File: config.mk
export PLATFORM = sky130hd
export DESIGN_NAME = ws2812_bit_encoder
export DESIGN_NICKNAME = d
export VERILOG_FILES = /design/src/rtl/ws2812_bit_encoder.sv
export SDC_FILE = /design/constraint.sdc
export NUM_CORES = 1
export LEC_CHECK = 0
export BUFFER_PORTS_ARGS = -buffer_cell sky130_fd_sc_hd__buf_2
export CAP_MARGIN = 10
export CORE_ASPECT_RATIO = 0.6
export CORE_MARGIN = 5
export CORE_UTILIZATION = 53
export DETAILED_ROUTE_END_ITERATION = 6
export PLACE_DENSITY = 0.71
export SLEW_MARGIN = 20
export SYNTH_ARGS = -nofsm -noshare
export SYNTH_HDL_FRONTEND = slang
export SYNTH_SLANG_ARGS = --single-unit
File: constraint.sdc
create_clock -name clk -period 2.2 [get_ports clk]
set_clock_uncertainty 0.15 [all_clocks]
set_input_delay 0.55 -clock clk [delete_from_list [all_inputs] [get_ports clk]]
set_output_delay 0.55 -clock clk [all_outputs]
set_load 0.005 [all_outputs]
File: src/rtl/ws2812_bit_encoder.sv
// ws2812_bit_encoder
// Turns a stream of serial colour bits into fixed-period WS2812 high/low
// pulses on a single data line, and on request holds the line low for the
// strip's latch/reset period. One shared counter times both the bit period
// and the latch period.
module ws2812_bit_encoder #(
   parameter int T0H     = 20,
   parameter int T1H     = 40,
   parameter int T_BIT   = 63,
   parameter int T_RESET = 2500,
   parameter int CNT_W   = 12
) (
   input  logic clk,
   input  logic rst_n,
   input  logic bit_in,
   input  logic bit_valid,
   output logic bit_ready,
   input  logic latch_req,
   output logic dout,
   output logic busy,
   output logic latch_done
);

   typedef enum logic [1:0] {
      IDLE  = 2'd0,
      BIT   = 2'd1,
      LATCH = 2'd2
   } state_t;

   localparam logic [CNT_W-1:0] T0H_C    = CNT_W'(T0H);
   localparam logic [CNT_W-1:0] T1H_C    = CNT_W'(T1H);
   localparam logic [CNT_W-1:0] BIT_LAST = CNT_W'(T_BIT - 1);
   localparam logic [CNT_W-1:0] RST_LAST = CNT_W'(T_RESET - 1);
   localparam logic [CNT_W-1:0] CNT_ONE  = CNT_W'(1);
   localparam logic [CNT_W-1:0] CNT_ZERO = {CNT_W{1'b0}};

   state_t           state_r, state_s;
   logic [CNT_W-1:0] cnt_r, cnt_s;
   logic             bit_r, bit_s;
   logic             dout_r, dout_s;
   logic             done_r, done_s;
   logic             pend_r, pend_s;

   logic             ready_s;
   logic             accept_s;
   logic             bit_end_s;
   logic             latch_end_s;
   logic [CNT_W-1:0] cnt_inc_s;
   logic [CNT_W-1:0] th_s;

   assign bit_end_s   = (state_r == BIT)   && (cnt_r == BIT_LAST);
   assign latch_end_s = (state_r == LATCH) && (cnt_r == RST_LAST);
   assign cnt_inc_s   = cnt_r + CNT_ONE;
   assign th_s        = bit_r ? T1H_C : T0H_C;
   assign accept_s    = bit_valid && ready_s;

   // Ready: always in IDLE, and at the last cycle of a bit unless a latch is
   // waiting; held low while the block is in reset.
   always_comb begin
      ready_s = 1'b0;
      if (!rst_n) begin
         ready_s = 1'b0;
      end else if (state_r == IDLE) begin
         ready_s = 1'b1;
      end else if (bit_end_s && !pend_r) begin
         ready_s = 1'b1;
      end else begin
         ready_s = 1'b0;
      end
   end

   // Next-state, counter, captured bit, pending-latch and output decode.
   always_comb begin
      state_s = state_r;
      cnt_s   = cnt_r;
      bit_s   = bit_r;
      dout_s  = 1'b0;
      done_s  = 1'b0;
      // A new request always wins over the clear on LATCH entry, so a
      // request arriving on that very edge still earns its own period.
      pend_s  = pend_r | latch_req;
      case (state_r)
         IDLE: begin
            if (accept_s) begin
               state_s = BIT;
               cnt_s   = CNT_ZERO;
               bit_s   = bit_in;
               dout_s  = 1'b1;
            end else if (pend_r) begin
               state_s = LATCH;
               cnt_s   = CNT_ZERO;
               pend_s  = latch_req;
            end else begin
               state_s = IDLE;
            end
         end
         BIT: begin
            if (bit_end_s) begin
               if (accept_s) begin
                  state_s = BIT;
                  cnt_s   = CNT_ZERO;
                  bit_s   = bit_in;
                  dout_s  = 1'b1;
               end else if (pend_r) begin
                  state_s = LATCH;
                  cnt_s   = CNT_ZERO;
                  pend_s  = latch_req;
               end else begin
                  state_s = IDLE;
                  cnt_s   = CNT_ZERO;
               end
            end else begin
               cnt_s  = cnt_inc_s;
               dout_s = (cnt_inc_s < th_s);
            end
         end
         LATCH: begin
            if (latch_end_s) begin
               state_s = IDLE;
               cnt_s   = CNT_ZERO;
               done_s  = 1'b1;
            end else begin
               cnt_s = cnt_inc_s;
            end
         end
         default: begin
            state_s = IDLE;
            cnt_s   = CNT_ZERO;
         end
      endcase
   end

   // State and output registers; reset drops the line and discards any work.
   always_ff @(posedge clk or negedge rst_n) begin
      if (!rst_n) begin
         state_r <= IDLE;
         cnt_r   <= CNT_ZERO;
         bit_r   <= 1'b0;
         dout_r  <= 1'b0;
         done_r  <= 1'b0;
         pend_r  <= 1'b0;
      end else begin
         state_r <= state_s;
         cnt_r   <= cnt_s;
         bit_r   <= bit_s;
         dout_r  <= dout_s;
         done_r  <= done_s;
         pend_r  <= pend_s;
      end
   end

   assign bit_ready  = ready_s;
   assign dout       = dout_r;
   assign latch_done = done_r;
   assign busy       = (state_r != IDLE);

endmodule

==> results of run 1 <==
[kinds of logic after synthesis]
group	after synthesis
xor gates and xnor gates	5
adders and majority gates	8
and+or+nand+nor	55
DFF	18
AOI/OAI and AO/OA	33
muxes	2
buffers and inverters	14
[what timing repair did]
action | 4_1_cts | 5_1_grt
pin swaps | 4 | 4
hold buffers | 1 | 0
endpoints found under the setup margin | 2 | 4
endpoints found under the hold margin | 4 | 0
gates resized for setup | 15 | 5
setup buffers | 3 | 4
[per-layer routing]
metal,GRT usage,wire length (um),part of all wire
met1,0.297,1630,0.47
met2,0.385,1550,0.45
met3,0.0545,217,0.063
met4,0.0809,46,0.013
met5,0,0,0
[worst min-delay path by stage]
| stage | slack, ns | to | cells after the start |
|---|---|---|---|
| floorplan | 0.10 | bit_r | 0 |
| global placement | 0.23 | latch_done | 1 |
| detailed placement | 0.24 | latch_done | 1 |
| CTS | 0.13 | pend_r | 2 |
| global route | 0.14 | dout | 2 |
| finish | 0.13 | cnt_r[9] | 2 |
[area by class of cell]
type | instances | area, um^2
Tap cell | 30 | 37.5
Multi-Input combinational cell | 103 | 835
Fill cell | 164 | 586
Clock buffer | 4 | 55.1
Sequential cell | 18 | 458
Inverter | 9 | 33.8
Timing Repair Buffer | 30 | 208
[cells in the final DEF, fill, tap and decap left out, types with 3 or more instances in the layout]
| cell type | count |
|---|---|
| o21ai_0 | 5 |
| a22o_1 | 3 |
| dfrtp_1 | 12 |
| xnor2_1 | 3 |
| ha_4 | 3 |
| clkbuf_8 | 4 |
| inv_1 | 8 |
| nor2_1 | 8 |
| nand2_1 | 17 |
| buf_2 | 8 |
| ha_1 | 5 |
| a31oi_1 | 3 |
| a21oi_1 | 6 |
| buf_4 | 21 |
| nor2b_1 | 3 |
| nand4_1 | 6 |
| dfrtp_2 | 6 |
[report_power, final]
group | total [mW] | leakage, nW | switching, mW | internal [mW]
Clock | 0.280 | 0.0288 | 0.121 | 0.159
Combinational | 0.695 | 0.468 | 0.386 | 0.309
Sequential | 0.456 | 0.233 | 0.0678 | 0.388
[stage by stage]
stage | cells | setup slack [ns]
after detailed placement | 182 | -0.0103
after global routing | 194 | -0.124
after CTS | 190 | -0.0000958
final | 194 | -0.0288
after global placement | 182 | 0.0868
after floorplan | 135 | 0.0119
[synthesized netlist by cell type, types with 2 or more instances]
cell | number | area, um^2
a21oi_1 | 6 | 30.0
a22o_1 | 3 | 26.3
a31oi_1 | 3 | 18.8
and3_1 | 2 | 12.5
clkbuf_1 | 3 | 11.3
dfrtp_1 | 18 | 450
ha_1 | 8 | 100
inv_1 | 9 | 33.8
nand2_1 | 17 | 63.8
nand3_1 | 4 | 20.0
nand4_1 | 6 | 37.5
nor2_1 | 8 | 30.0
nor2b_1 | 4 | 25.0
o21ai_0 | 5 | 25.0
o311ai_1 | 2 | 17.5
o31ai_1 | 3 | 22.5
xnor2_1 | 5 | 43.8
[worst max-delay path: stages, from the launching register on]
cell and delay, ns:
dfrtp_2 0.47, and4_2 0.33, nand4_1 0.17, a21boi_1 0.18, buf_2 0.13
[flip-flops by register name, indices dropped and copies added (netlist names)]
name,count
dout,1
bit_r,1
latch_done,1
cnt_r,12
pend_r,1
state_r,2
==> results.py, run 1 <==
metrics = {
    "pwr": {
        "leakage_nw": 0.729,
        "powerDensity_nw_per_um2": 880,
        "ir_drop_uv": 591,
        "finalPower_mw": 1.43,
    },
    "drt": {
        "routedWlPerCell_um": 17.7,
        "vias_per_cell": 6.15,
        "num_vias": 1194,
        "drt_iter0_drc": 117,
        "postRouteAntennaNets": 0,
        "wirelength_um": 3440,
        "drc": 0,
        "drtPass1Iterations": 4,
    },
    "worst_setup_path": {
        "regToRegSetupSlack_ns": -0.01,
        "worstSetupPathType": "reg2out",
        "r2r_start": "cnt_r[1]",
        "arrival_ns": 1.53,
        "crit_fanout": 6,
        "worstReg2RegEnd": "dout",
        "reg2reg_depth": 8,
        "startpoint_type": "register",
        "cp-endpoint": "bit_ready",
        "startpoint": "cnt_r[3]",
        "critPathRequiredTime_ns": 1.50,
        "endpoint_kind": "output pin",
    },
    "job": {
        "drv_cap": 0,
    },
    "outcome": {
        "violations": "setup timing",
        "status": "finished, violations left",
    },
    "synth": {
        "synth_top_family_by_area": "simple AND/OR/NAND/NOR gates",
        "async_flop_share": 1.00,
        "synth_edf_count": 0,
        "syn_nets": 148,
        "synthCells": 135,
        "synth_cell_type_count": 46,
        "ys_warn_count": 0,
        "synth.area.mux_share": 0.0180,
        "syn_area_um2": 1250,
        "synth_compound_area_frac": 0.194,
        "ys_seq_elements": 18,
        "synthAdderAreaFrac": 0.0802,
        "yosys.area_share.simple": 0.266,
        "seq_area_frac_synth": 0.361,
        "synth.avg_cell_area_um2": 9.25,
        "ys.flop_type": "dfrtp_1",
        "synth_xor_area_frac": 0.0351,
    },
    "final_layout": {
        "n_antenna_cell": 0,
        "postLayoutCoreUtil": 0.735,
        "nets": 178,
        "layout-drive-gt1-share": 0.360,
        "area_delta_synth_final_pct": 30.3,
        "design_area_um2": 1630,
    },
    "floorplan": {
        "start_util": 0.564,
        "core_area_um2": 2210,
        "dieHeight_um": 47.6,
        "io_pins": 9,
        "dieArea_um2": 3460,
        "row_count": 13,
        "die_x_um": 72.7,
    },
    "clocking": {
        "clk_pin_slew_ns": 0.08,
        "cts_buffer_depth": 2,
        "cts.sinks": 18,
        "clkLatencyLatePin_ns": 0.26,
        "htreeDepth": 1,
        "clockRootBuffer": "clkbuf_8",
        "cts_tree": "done",
        "cts_made_buffers": 3,
    },
    "grt": {
        "grt_pass1_wl_um": 5860,
        "grt_usage": 0.229,
        "grt_pass1_vias": 1224,
        "antenna_found_initial": 0,
        "grt_max_degree": 15,
        "gr-total-overflow": 0,
    },
    "timing": {
        "setup_slack_ns": -0.0288,
        "finalCriticalPeriod_ns": 2.23,
        "timing.fmax_ghz": 0.449,
        "finalHoldViolCount": 0,
        "worst_slew_pin_slew_ns": 0.377,
        "holdWs_ns": 0.129,
        "slew_violations": 0,
        "report.final.setup_viol": 2,
        "rsz0062_at_grt": "yes",
        "max_slew_margin": 0.747,
        "finalSetupTns_ns": -0.0408,
        "period_share": 1.01,
    },
    "placement": {
        "gp_congestion": 0.907,
        "postPlaceCellArea_um2": 1430,
        "numPortBuffers": 8,
        "dp_hpwl_um": 2560,
    },
    "worst_hold_path": {
        "hold_class": "in2async",
    },
}
Note: power is estimated with default switching activity, not from simulation.
==> run 2, diff against run 1 <==
--- a/config.mk
+++ b/config.mk
@@ -5,7 +5,7 @@
 export SDC_FILE = /design/constraint.sdc
 export NUM_CORES = 1
 export LEC_CHECK = 0
-export BUFFER_PORTS_ARGS = -buffer_cell sky130_fd_sc_hd__buf_2
+export BUFFER_PORTS_ARGS = -buffer_cell sky130_fd_sc_hd__clkbuf_2
 export CAP_MARGIN = 10
 export CORE_ASPECT_RATIO = 0.6
 export CORE_MARGIN = 5
==> results.py, run 2 (synthesized netlist as in run 1, its figures left out) <==
metrics = {
    "outcome": {
        "status": "finished, violations left",
        "violations": "setup timing",
    },
    "worst_setup_path": {
        "startpoint_type": "register",
        "slowest_delay_ns": 0.44,
        "cp.buffers_inverters": 1,
        "endpoint_kind": "output pin",
        "crit_family": "simple AND/OR/NAND/NOR gates",
        "arrival_ns": 1.53,
        "crit_fanout": 4,
        "path_cells": "nor4_4, nand4_1, a21boi_1, buf_2",
        "critPathRequiredTime_ns": 1.50,
        "worstSetupPathType": "reg2out",
        "cp_slowest_cell": "dfrtp_2",
    },
    "drt": {
        "postRouteAntennaNets": 0,
        "vias_per_cell": 6.07,
        "routedWlPerCell_um": 17.6,
        "drtPass1Iterations": 4,
        "wirelength_um": 3440,
        "num_vias": 1184,
        "drc": 0,
        "drt_iter0_drc": 81,
    },
    "final_layout": {
        "postLayoutCoreUtil": 0.742,
        "layout-drive-gt1-share": 0.364,
        "final_cell_mix": "buf_4 (22), nand2_1 (17), dfrtp_1 (13)",
        "nets": 180,
        "area_delta_synth_final_pct": 31.4,
        "top_register": "cnt_r",
        "largest_reg_flops": 12,
        "final_common_cell": "buf_4",
        "reg.largest.list": "cnt_r x12, state_r x2",
        "n_antenna_cell": 0,
    },
    "job": {
        "drv_cap": 0,
    },
    "grt": {
        "grt_pass1_vias": 1097,
        "grt_max_degree": 19,
        "antenna_found_initial": 0,
        "gr-total-overflow": 0,
        "grt_pass1_wl_um": 5660,
        "grt_usage": 0.225,
    },
    "pwr": {
        "p_seq_frac": 0.331,
        "powerDensity_nw_per_um2": 839,
        "ir_drop_uv": 557,
        "leakage_nw": 0.737,
        "p_sw_uw": 568,
        "p_int_uw": 808,
        "combPwrFrac": 0.502,
        "p_clk_frac": 0.167,
        "switching_share": 0.413,
    },
    "floorplan": {
        "io_pins": 9,
        "start_util": 0.564,
        "dieArea_um2": 3460,
        "die_x_um": 72.7,
        "core_area_um2": 2210,
        "dieHeight_um": 47.6,
        "row_count": 13,
    },
    "placement": {
        "numPortBuffers": 8,
        "dp_hpwl_um": 2440,
        "gp_congestion": 0.884,
        "place_ws_ns": -0.0141,
    },
    "clocking": {
        "cts.sinks": 18,
        "clk_pin_slew_ns": 0.07,
        "htreeDepth": 1,
        "clkLatencyLatePin_ns": 0.26,
        "cts_buffer_depth": 2,
        "clockRootBuffer": "clkbuf_8",
        "cts_made_buffers": 3,
        "cts_tree": "done",
    },
    "timing": {
        "timing.fmax_ghz": 0.449,
        "period_share": 1.01,
        "max_slew_margin": 0.759,
        "rsz0062_at_grt": "yes",
        "slew_violations": 0,
        "report.final.setup_viol": 1,
        "setup_slack_ns": -0.0292,
        "finalCriticalPeriod_ns": 2.23,
        "finalHoldViolCount": 0,
        "worst_slew_pin_slew_ns": 0.361,
    },
    "worst_hold_path": {
        "hold_class": "in2async",
    },
}
## run 2: changes by cell type in the layout (fill, tap and decap cells not counted)
cell / change
and4_2: -1
and4_4: +1
buf_2: -7
buf_4: +1
buf_6: +2
clkbuf_2: +7
clkbuf_8: -1
dfrtp_1: +1
dfrtp_2: -1
dlygate4sd3_1: -1
nand3_2: -1
nand3_4: +1
## run 2: metrics by stage
step / setup TNS, ns / cells / hold slack (ns) / total power, mW / cell area, um^2
2_1_floorplan: 0 / 135 / 0.104 / 0.830 / 1280
3_3_place_gp: 0 / 182 / 0.361 / 1.03 / 1430
3_5_place_dp: -0.0141 / 182 / 0.373 / 1.05 / 1430
4_1_cts: -0.00856 / 188 / 0.172 / 1.32 / 1530
5_1_grt: -0.276 / 195 / 0.186 / 1.48 / 1640
6_report: -0.0292 / 195 / 0.173 / 1.38 / 1640
## run 2: power groups by stage
stage,registers (mW),logic [mW],clock network (mW)
global placement,0.449,0.583,0
detailed placement,0.450,0.599,0
floorplan,0.438,0.392,0
global route,0.463,0.761,0.255
CTS,0.443,0.644,0.235
finish,0.455,0.690,0.230
## run 2: worst register-to-register path: cells and delay by family (launching register included)
| kind | cells | cell delay [ns] |
|---|---|---|
| AOI/OAI and AO/OA | 3 | 0.77 |
| and+or+nand+nor | 2 | 0.14 |
| xor gates and xnor gates | 1 | 0.14 |
| adders and majority gates | 2 | 0.47 |
| DFF | 1 | 0.41 |
## run 2: final timing paths
check	startpoint	end	slack [ns]	depth (start not counted)
max in group asynchronous	rst_n	cnt_r[5]	1.50	2
max	cnt_r[11]	bit_ready	-0.03	4
min reg2reg	bit_r	bit_r	0.43	1
max reg2reg	cnt_r[0]	dout	0.02	8
min in group clk	latch_req	pend_r	0.33	2
min	rst_n	cnt_r[1]	0.17	2
## run 2: final cells by class
type	instances	area, um^2
Inverter	9	33.8
Clock buffer	3	41.3
Multi-Input combinational cell	103	843
Fill cell	161	572
Sequential cell	18	457
Tap cell	30	37.5
Timing Repair Buffer	32	228
## run 2: layer usage
layer | GRT usage | up-vias | part of all wire
li1 | - | 557 | -
met1 | 0.311 | 577 | 0.47
met2 | 0.348 | 44 | 0.44
met3 | 0.0587 | 6 | 0.069
met4 | 0.0809 | 0 | 0.015
met5 | 0 | - | 0
## run 2: what timing repair did
| item | CTS | global route |
|---|---|---|
| pin swaps | 4 | 13 |
| buffers inserted | 3 | 7 |
| endpoints found under the setup margin | 2 | 3 |
| gates resized for setup | 9 | 15 |
| hold buffers | 0 | 0 |
